### src/rtl/lsu_pkg.sv
// Shared definitions for the load/store initiator: funct3 codes, FSM states
// and request-decode helpers.
package lsu_pkg;

    localparam logic [2:0] F3_B      = 3'b000;
    localparam logic [2:0] F3_H      = 3'b001;
    localparam logic [2:0] F3_W      = 3'b010;
    localparam logic [2:0] F3_BU     = 3'b100;
    localparam logic [2:0] F3_HU     = 3'b101;
    localparam logic [2:0] CTRL_IDLE = 3'b111;

    typedef enum logic [1:0] {
        IDLE   = 2'd0,
        ACCESS = 2'd1,
        SPLIT  = 2'd2,
        RESP   = 2'd3
    } state_t;

    // Access size in bytes (1, 2 or 4) from the low funct3 bits.
    function automatic logic [2:0] accessSize(input logic [2:0] funct3);
        case (funct3[1:0])
            2'b00:   return 3'd1;
            2'b01:   return 3'd2;
            default: return 3'd4;
        endcase
    endfunction

    // Stores only take signed codes; loads additionally take BU/HU.
    function automatic logic isLegal(input logic write, input logic [2:0] funct3);
        if (write)
            return (funct3 == F3_B) || (funct3 == F3_H) || (funct3 == F3_W);
        else
            return (funct3 == F3_B)  || (funct3 == F3_H)  || (funct3 == F3_W) ||
                   (funct3 == F3_BU) || (funct3 == F3_HU);
    endfunction

endpackage

### src/rtl/lsu_extend.sv
// Sign/zero extension of a raw little-endian word according to funct3.
module lsu_extend
    import lsu_pkg::*;
(
    input  logic [31:0] raw_i,
    input  logic [2:0]  funct3_i,
    output logic [31:0] ext_o
);

    // Select the low byte/half and extend it; words pass through.
    always_comb begin
        ext_o = raw_i;
        case (funct3_i)
            F3_B:    ext_o = {{24{raw_i[7]}}, raw_i[7:0]};
            F3_H:    ext_o = {{16{raw_i[15]}}, raw_i[15:0]};
            F3_BU:   ext_o = {24'b0, raw_i[7:0]};
            F3_HU:   ext_o = {16'b0, raw_i[15:0]};
            default: ext_o = raw_i;
        endcase
    end

endmodule

### src/rtl/lsu_ctrl.sv
// Load/store initiator between the execute stage and a byte-addressed RAM.
// Optional feature macro: MISALIGN_SPLIT_EN -- when defined, misaligned
// in-range accesses are split into sequential byte accesses; otherwise they
// are rejected with respErr.
//
// state  | meaning
// IDLE   | reqReady=1, waiting for a request
// ACCESS | single aligned RAM access (bus held idle for rejected requests)
// SPLIT  | one byte of a misaligned access per cycle
// RESP   | one-cycle response strobe
module lsu_ctrl
    import lsu_pkg::*;
#(
    parameter int unsigned DEPTH_BYTES = 32
) (
    input  logic        Clock,
    input  logic        nReset,
    input  logic        reqValid,
    output logic        reqReady,
    input  logic        reqWrite,
    input  logic [2:0]  reqFunct3,
    input  logic [31:0] reqAddr,
    input  logic [31:0] reqWData,
    output logic        respValid,
    output logic [31:0] respRData,
    output logic        respErr,
    output logic        writeRam,
    output logic [2:0]  ctrl,
    output logic [31:0] address,
    output logic [31:0] wData,
    input  logic [31:0] rData
);

    state_t      state_q, state_d;
    logic        write_q, write_d;
    logic [2:0]  funct3_q, funct3_d;
    logic [31:0] addr_q, addr_d;
    logic [31:0] data_q, data_d;
    logic [31:0] result_q, result_d;
    logic        err_q, err_d;
`ifdef MISALIGN_SPLIT_EN
    logic [1:0]  idx_q, idx_d;
    logic [2:0]  lat_size_m1;
`endif

    logic [2:0]  req_size;
    logic [2:0]  req_size_m1;
    logic [32:0] req_last;
    logic        req_oob;
    logic        req_misaligned;
    logic        req_legal;
    logic        req_reject;
    logic [31:0] ext_data;

    // Decode the incoming request; range is checked at 33 bits so it cannot wrap.
    always_comb begin
        req_size       = accessSize(reqFunct3);
        req_size_m1    = req_size - 3'd1;
        req_last       = {1'b0, reqAddr} + {30'b0, req_size_m1};
        req_oob        = req_last > 33'(DEPTH_BYTES - 1);
        req_misaligned = |(reqAddr[1:0] & req_size_m1[1:0]);
        req_legal      = isLegal(reqWrite, reqFunct3);
`ifdef MISALIGN_SPLIT_EN
        req_reject     = !req_legal || req_oob;
`else
        req_reject     = !req_legal || req_oob || req_misaligned;
`endif
    end

    lsu_extend u_extend (
        .raw_i    (result_q),
        .funct3_i (funct3_q),
        .ext_o    (ext_data)
    );

    // State and request registers.
    always_ff @(posedge Clock or negedge nReset) begin
        if (!nReset) begin
            state_q  <= IDLE;
            write_q  <= 1'b0;
            funct3_q <= 3'b000;
            addr_q   <= '0;
            data_q   <= '0;
            result_q <= '0;
            err_q    <= 1'b0;
`ifdef MISALIGN_SPLIT_EN
            idx_q    <= 2'd0;
`endif
        end else begin
            state_q  <= state_d;
            write_q  <= write_d;
            funct3_q <= funct3_d;
            addr_q   <= addr_d;
            data_q   <= data_d;
            result_q <= result_d;
            err_q    <= err_d;
`ifdef MISALIGN_SPLIT_EN
            idx_q    <= idx_d;
`endif
        end
    end

    // Next-state logic. Rejected requests still pass through ACCESS (with the
    // RAM bus idle) so every non-split response has the same 2-cycle latency.
    always_comb begin
        state_d  = state_q;
        write_d  = write_q;
        funct3_d = funct3_q;
        addr_d   = addr_q;
        data_d   = data_q;
        result_d = result_q;
        err_d    = err_q;
`ifdef MISALIGN_SPLIT_EN
        idx_d       = idx_q;
        lat_size_m1 = accessSize(funct3_q) - 3'd1;
`endif
        case (state_q)
            IDLE: begin
                if (reqValid) begin
                    write_d  = reqWrite;
                    funct3_d = reqFunct3;
                    addr_d   = reqAddr;
                    data_d   = reqWData;
                    result_d = '0;
                    err_d    = req_reject;
                    state_d  = ACCESS;
`ifdef MISALIGN_SPLIT_EN
                    if (!req_reject && req_misaligned) begin
                        state_d = SPLIT;
                        idx_d   = 2'd0;
                    end
`endif
                end
            end
            ACCESS: begin
                if (!err_q)
                    result_d = rData;
                state_d = RESP;
            end
`ifdef MISALIGN_SPLIT_EN
            SPLIT: begin
                result_d[8*idx_q +: 8] = rData[7:0];
                idx_d = idx_q + 2'd1;
                if ({1'b0, idx_q} == lat_size_m1)
                    state_d = RESP;
            end
`endif
            RESP: begin
                state_d = IDLE;
            end
            default: begin
                state_d = IDLE;
            end
        endcase
    end

    // Output decode; the RAM bus is idle outside ACCESS/SPLIT.
    always_comb begin
        reqReady  = (state_q == IDLE);
        respValid = 1'b0;
        respErr   = 1'b0;
        respRData = '0;
        writeRam  = 1'b0;
        ctrl      = CTRL_IDLE;
        address   = '0;
        wData     = '0;
        case (state_q)
            ACCESS: begin
                if (!err_q) begin
                    writeRam = write_q;
                    ctrl     = funct3_q;
                    address  = addr_q;
                    wData    = data_q;
                end
            end
`ifdef MISALIGN_SPLIT_EN
            SPLIT: begin
                writeRam = write_q;
                ctrl     = write_q ? F3_B : F3_BU;
                address  = addr_q + {30'b0, idx_q};
                wData    = {24'b0, data_q[8*idx_q +: 8]};
            end
`endif
            RESP: begin
                respValid = 1'b1;
                respErr   = err_q;
                respRData = (err_q || write_q) ? 32'b0 : ext_data;
            end
            default: begin
            end
        endcase
    end

endmodule
### config.mk
export PLATFORM = sky130hd
export DESIGN_NAME = lsu_ctrl
export DESIGN_NICKNAME = d
export VERILOG_FILES = /design/src/rtl/lsu_pkg.sv /design/src/rtl/lsu_extend.sv /design/src/rtl/lsu_ctrl.sv
export SDC_FILE = /design/constraint.sdc
export NUM_CORES = 1
export LEC_CHECK = 0
export CORE_MARGIN = 4
export CORE_UTILIZATION = 45
export DETAILED_ROUTE_END_ITERATION = 6
export GPL_ROUTABILITY_DRIVEN = 0
export PLACE_DENSITY = 0.82
export SYNTH_ARGS = -nofsm -noshare
export SYNTH_HDL_FRONTEND = slang
export SYNTH_SLANG_ARGS = --single-unit
export TNS_END_PERCENT = 20
### constraint.sdc
create_clock -name Clock -period 2.2 [get_ports Clock]
set_clock_uncertainty 0.15 [all_clocks]
set_input_delay 0.44 -clock Clock [delete_from_list [all_inputs] [get_ports Clock]]
set_output_delay 0.44 -clock Clock [all_outputs]
set_load 0.05 [all_outputs]
==> results_dict.tcl <==
set metrics [dict create \
    synthesis.area_sq_mm 0.005365 \
    critPathLaunchType "primary input" \
    numPortBuffers 205 \
    finalSetupViolations 132 \
    finalHoldViolCount 0 \
    slew_violations 0 \
    crit_required_ns 2.28 \
    r2r_cells 10 \
    fp.dieW_microns 117.2 \
    yosysWarningCount 0 \
    clock-root-buffer "clkbuf_16" \
    clk_pin_slew_ns 0.08 \
    slew_headroom 0.4221 \
    synth.distinct_cells 49 \
    worst_hold_path_type "in2reg" \
    core_area_sq_mm 0.01156 \
    stdcell_area_sq_mm 0.01055 \
    synth_most_common_cell "dfrtp_1" \
    fin_nets 903 \
    synth.net_count 610 \
    synth.area.top_cells "dfrtp_1 (48%), mux2_2 (14%), and2_1 (8.9%)" \
    clock.fmax_ghz 0.3699 \
    synth_mux_area_frac 0.1465 \
    vdd_drop_max_mv 0.7297 \
    async_flop_share 1.000 \
    via_per_inst 6.166 \
    worst-path-buf-inv 1 \
    arrival_ns 2.78 \
    synth_adder_area_share 0.01073 \
    drt_iter0_markers 659 \
    crit_type "in2reg" \
    grt_pass1_wl_microns 33040 \
    cts_buffers 9 \
    place_ws_ns -1.049 \
    yosys.area_share.simple 0.1770 \
    die_area_sq_mm 0.01373 \
    layout_setup_ws_ns -0.5033 \
    hold_end "funct3_q[0]" \
    start_util 0.4639 \
    ys.flop_type "dfrtp_1" \
    cts_tree "done" \
    syn_inst 503 \
    p_total_w 0.006993 \
    layout_min_cycle_time_ns 2.703 \
    ant_nets 0 \
    cts_sinks 103 \
    routed_wl_microns 25010 \
    yosys.area_share.xor_xnor 0.01143 \
    avgSynthCellArea_sq_um 10.67 \
    cp.depth 8 \
    final_layout_size_suffix_gt1_frac 0.5443 \
    dr.pass1.iters 7 \
    fin_crit_sh 1.229 \
    critical-path-top-delay-family "simple AND/OR/NAND/NOR gates" \
    slowest_stage "clkdlybuf4s50_1" \
    worst_pin_slew_ns 0.8648 \
    cp_cell_sequence "clkdlybuf4s50_1 -> and3_1 -> nand4_1 -> nor4_4 -> xor2_1 -> a2111o_1 -> nor4_2 -> a31oi_1" \
    wl_per_cell_microns 26.46 \
    synth_area_leader_cell "dfrtp_1" \
    violations "design-rule violations, negative setup slack" \
    drv_cap 0 \
    synth_edf_count 0 \
    grt_max_degree 43 \
    clkLatencyLatePin_ns 0.36 \
    max_stage_delay_ns 0.60 \
    min-delay-start "reqFunct3[0]" \
    netlist_top_cells_count "dfrtp_1 (103), and2_1 (76), mux2_2 (68), a21oi_1 (35), a22o_1 (32)" \
    synth-compound-area-share 0.1318 \
    ys_ff_latch 103 \
    fp.dieH_microns 117.2 \
    reg2reg_to "err_q" \
    antenna_found_initial 1 \
    dp_hpwl_microns 13740 \
    drc 4 \
    rsz0062_at_grt "yes" \
    synth-seq-area-share 0.4804 \
    synth_top_area_frac 0.4804 \
    power_density_mw_per_mm2 662.7 \
    overflow 0 \
    cts.path.max_buffers 2 \
    crit_path_end_kind "flop" \
    grt_pass1_vias 5908 \
    vias 5827 \
    reg2reg_slack_ns -0.16 \
    reg2reg_from "state_q[1]" \
    hold_depth 2 \
    std_cell_rows 39 \
    syn2layout_area_growth_pct 96.67 \
    leakage_nw 4.427 \
    crit_fanout 4 \
    ios 206 \
    status "complete, but fails checks" \
    place_area_sq_mm 0.009275 \
    cts-htree-levels 3 \
    track_usage 0.3180 \
    synth_top_family_by_area "simple AND/OR/NAND/NOR gates" \
]
-- timing repair --
item,in CTS,in global routing
buffers inserted,18,8
pin swaps,63,59
cloned,6,3
hold buffers,1,0
resized for setup,119,51
endpoints found under the setup margin,125,102
hold endpoints to repair,37,0
-- through the flow --
step	hold slack [ns]	setup TNS (ns)	cells	utilization
3_3_place_gp	0.3051	-8.512	893	0.8020
6_report	0.2349	-22.52	945	0.9124
4_1_cts	0.3489	-14.27	934	0.8856
2_1_floorplan	-0.005591	-7.839	503	-
5_1_grt	0.2355	-26.98	945	0.9124
3_5_place_dp	0.3029	-10.32	893	0.8020
-- power by group --
part | internal (W) | leakage, nW | switching (W)
Clock | 0.000842 | 0.144 | 0.000788
Sequential | 0.00257 | 1.28 | 0.000481
Combinational | 0.00119 | 3.00 | 0.00112
-- area by class of cell --
type / instances / area [sq um]
Clock buffer: 11 / 252.7
Inverter: 23 / 86.33
Clock inverter: 5 / 41.29
Multi-Input combinational cell: 344 / 3242
Antenna cell: 1 / 2.502
Timing Repair Buffer: 315 / 4167
Sequential cell: 103 / 2581
Tap cell: 143 / 178.9
Fill cell: 415 / 1013
-- routing by layer --
layer	share of wire	GRT usage	wire, microns	vias up
met5	0	0	0	-
met4	0.063	0.1468	1565	0
met3	0.091	0.07661	2275	136
met2	0.51	0.5603	12640	443
met1	0.34	0.3635	8527	2867
li1	-	-	-	2381
-- how the worst max path moves through the flow --
stage | from | endpoint
2_1_floorplan | reqFunct3[0] | err_q
3_3_place_gp | reqFunct3[1] | err_q
3_5_place_dp | reqFunct3[1] | err_q
4_1_cts | reqAddr[10] | err_q
5_1_grt | reqAddr[25] | err_q
6_report | reqAddr[25] | err_q
-- cell usage in the layout (no fill, tap or decap), types with 3 or more instances in the layout --
cell type | Yosys | routed
and4_1 | 4 | 3
nor2_1 | 14 | 11
nand2_1 | 13 | 11
and2_4 | 0 | 75
dlymetal6s2s_1 | 0 | 3
a21oi_1 | 35 | 9
clkdlybuf4s50_1 | 0 | 86
dfrtp_2 | 0 | 3
nor3_1 | 11 | 8
buf_12 | 0 | 105
buf_4 | 1 | 84
o21ai_0 | 13 | 10
buf_16 | 0 | 5
clkbuf_16 | 0 | 12
dlygate4sd2_1 | 0 | 10
a31oi_1 | 3 | 3
o21ai_1 | 1 | 3
buf_6 | 1 | 14
mux2_2 | 68 | 68
dfrtp_1 | 103 | 100
a22o_1 | 32 | 32
nand2b_1 | 7 | 4
nand2b_4 | 0 | 3
a21oi_4 | 0 | 25
xnor2_1 | 5 | 5
o2111ai_1 | 4 | 3
nand3_1 | 7 | 7
and3_1 | 5 | 5
nand4_1 | 8 | 8
inv_1 | 23 | 23
-- logic make-up (layout without fill, tap and decap cells) --
family,after synthesis,count (layout)
and+or+nand+nor,159,159
AOI/OAI and AO/OA,103,103
DFF,103,103
muxes,70,70
buffers and inverters,56,354
xor gates and xnor gates,7,7
adders and majority gates,4,4
other,1,2
-- flip-flops by register name (all words and copies together), names as in the netlist --
name,count
err_q,1
result_q,32
state_q,2
addr_q,32
funct3_q,3
write_q,1
data_q,32
Note: power is estimated with default switching activity, not from simulation.
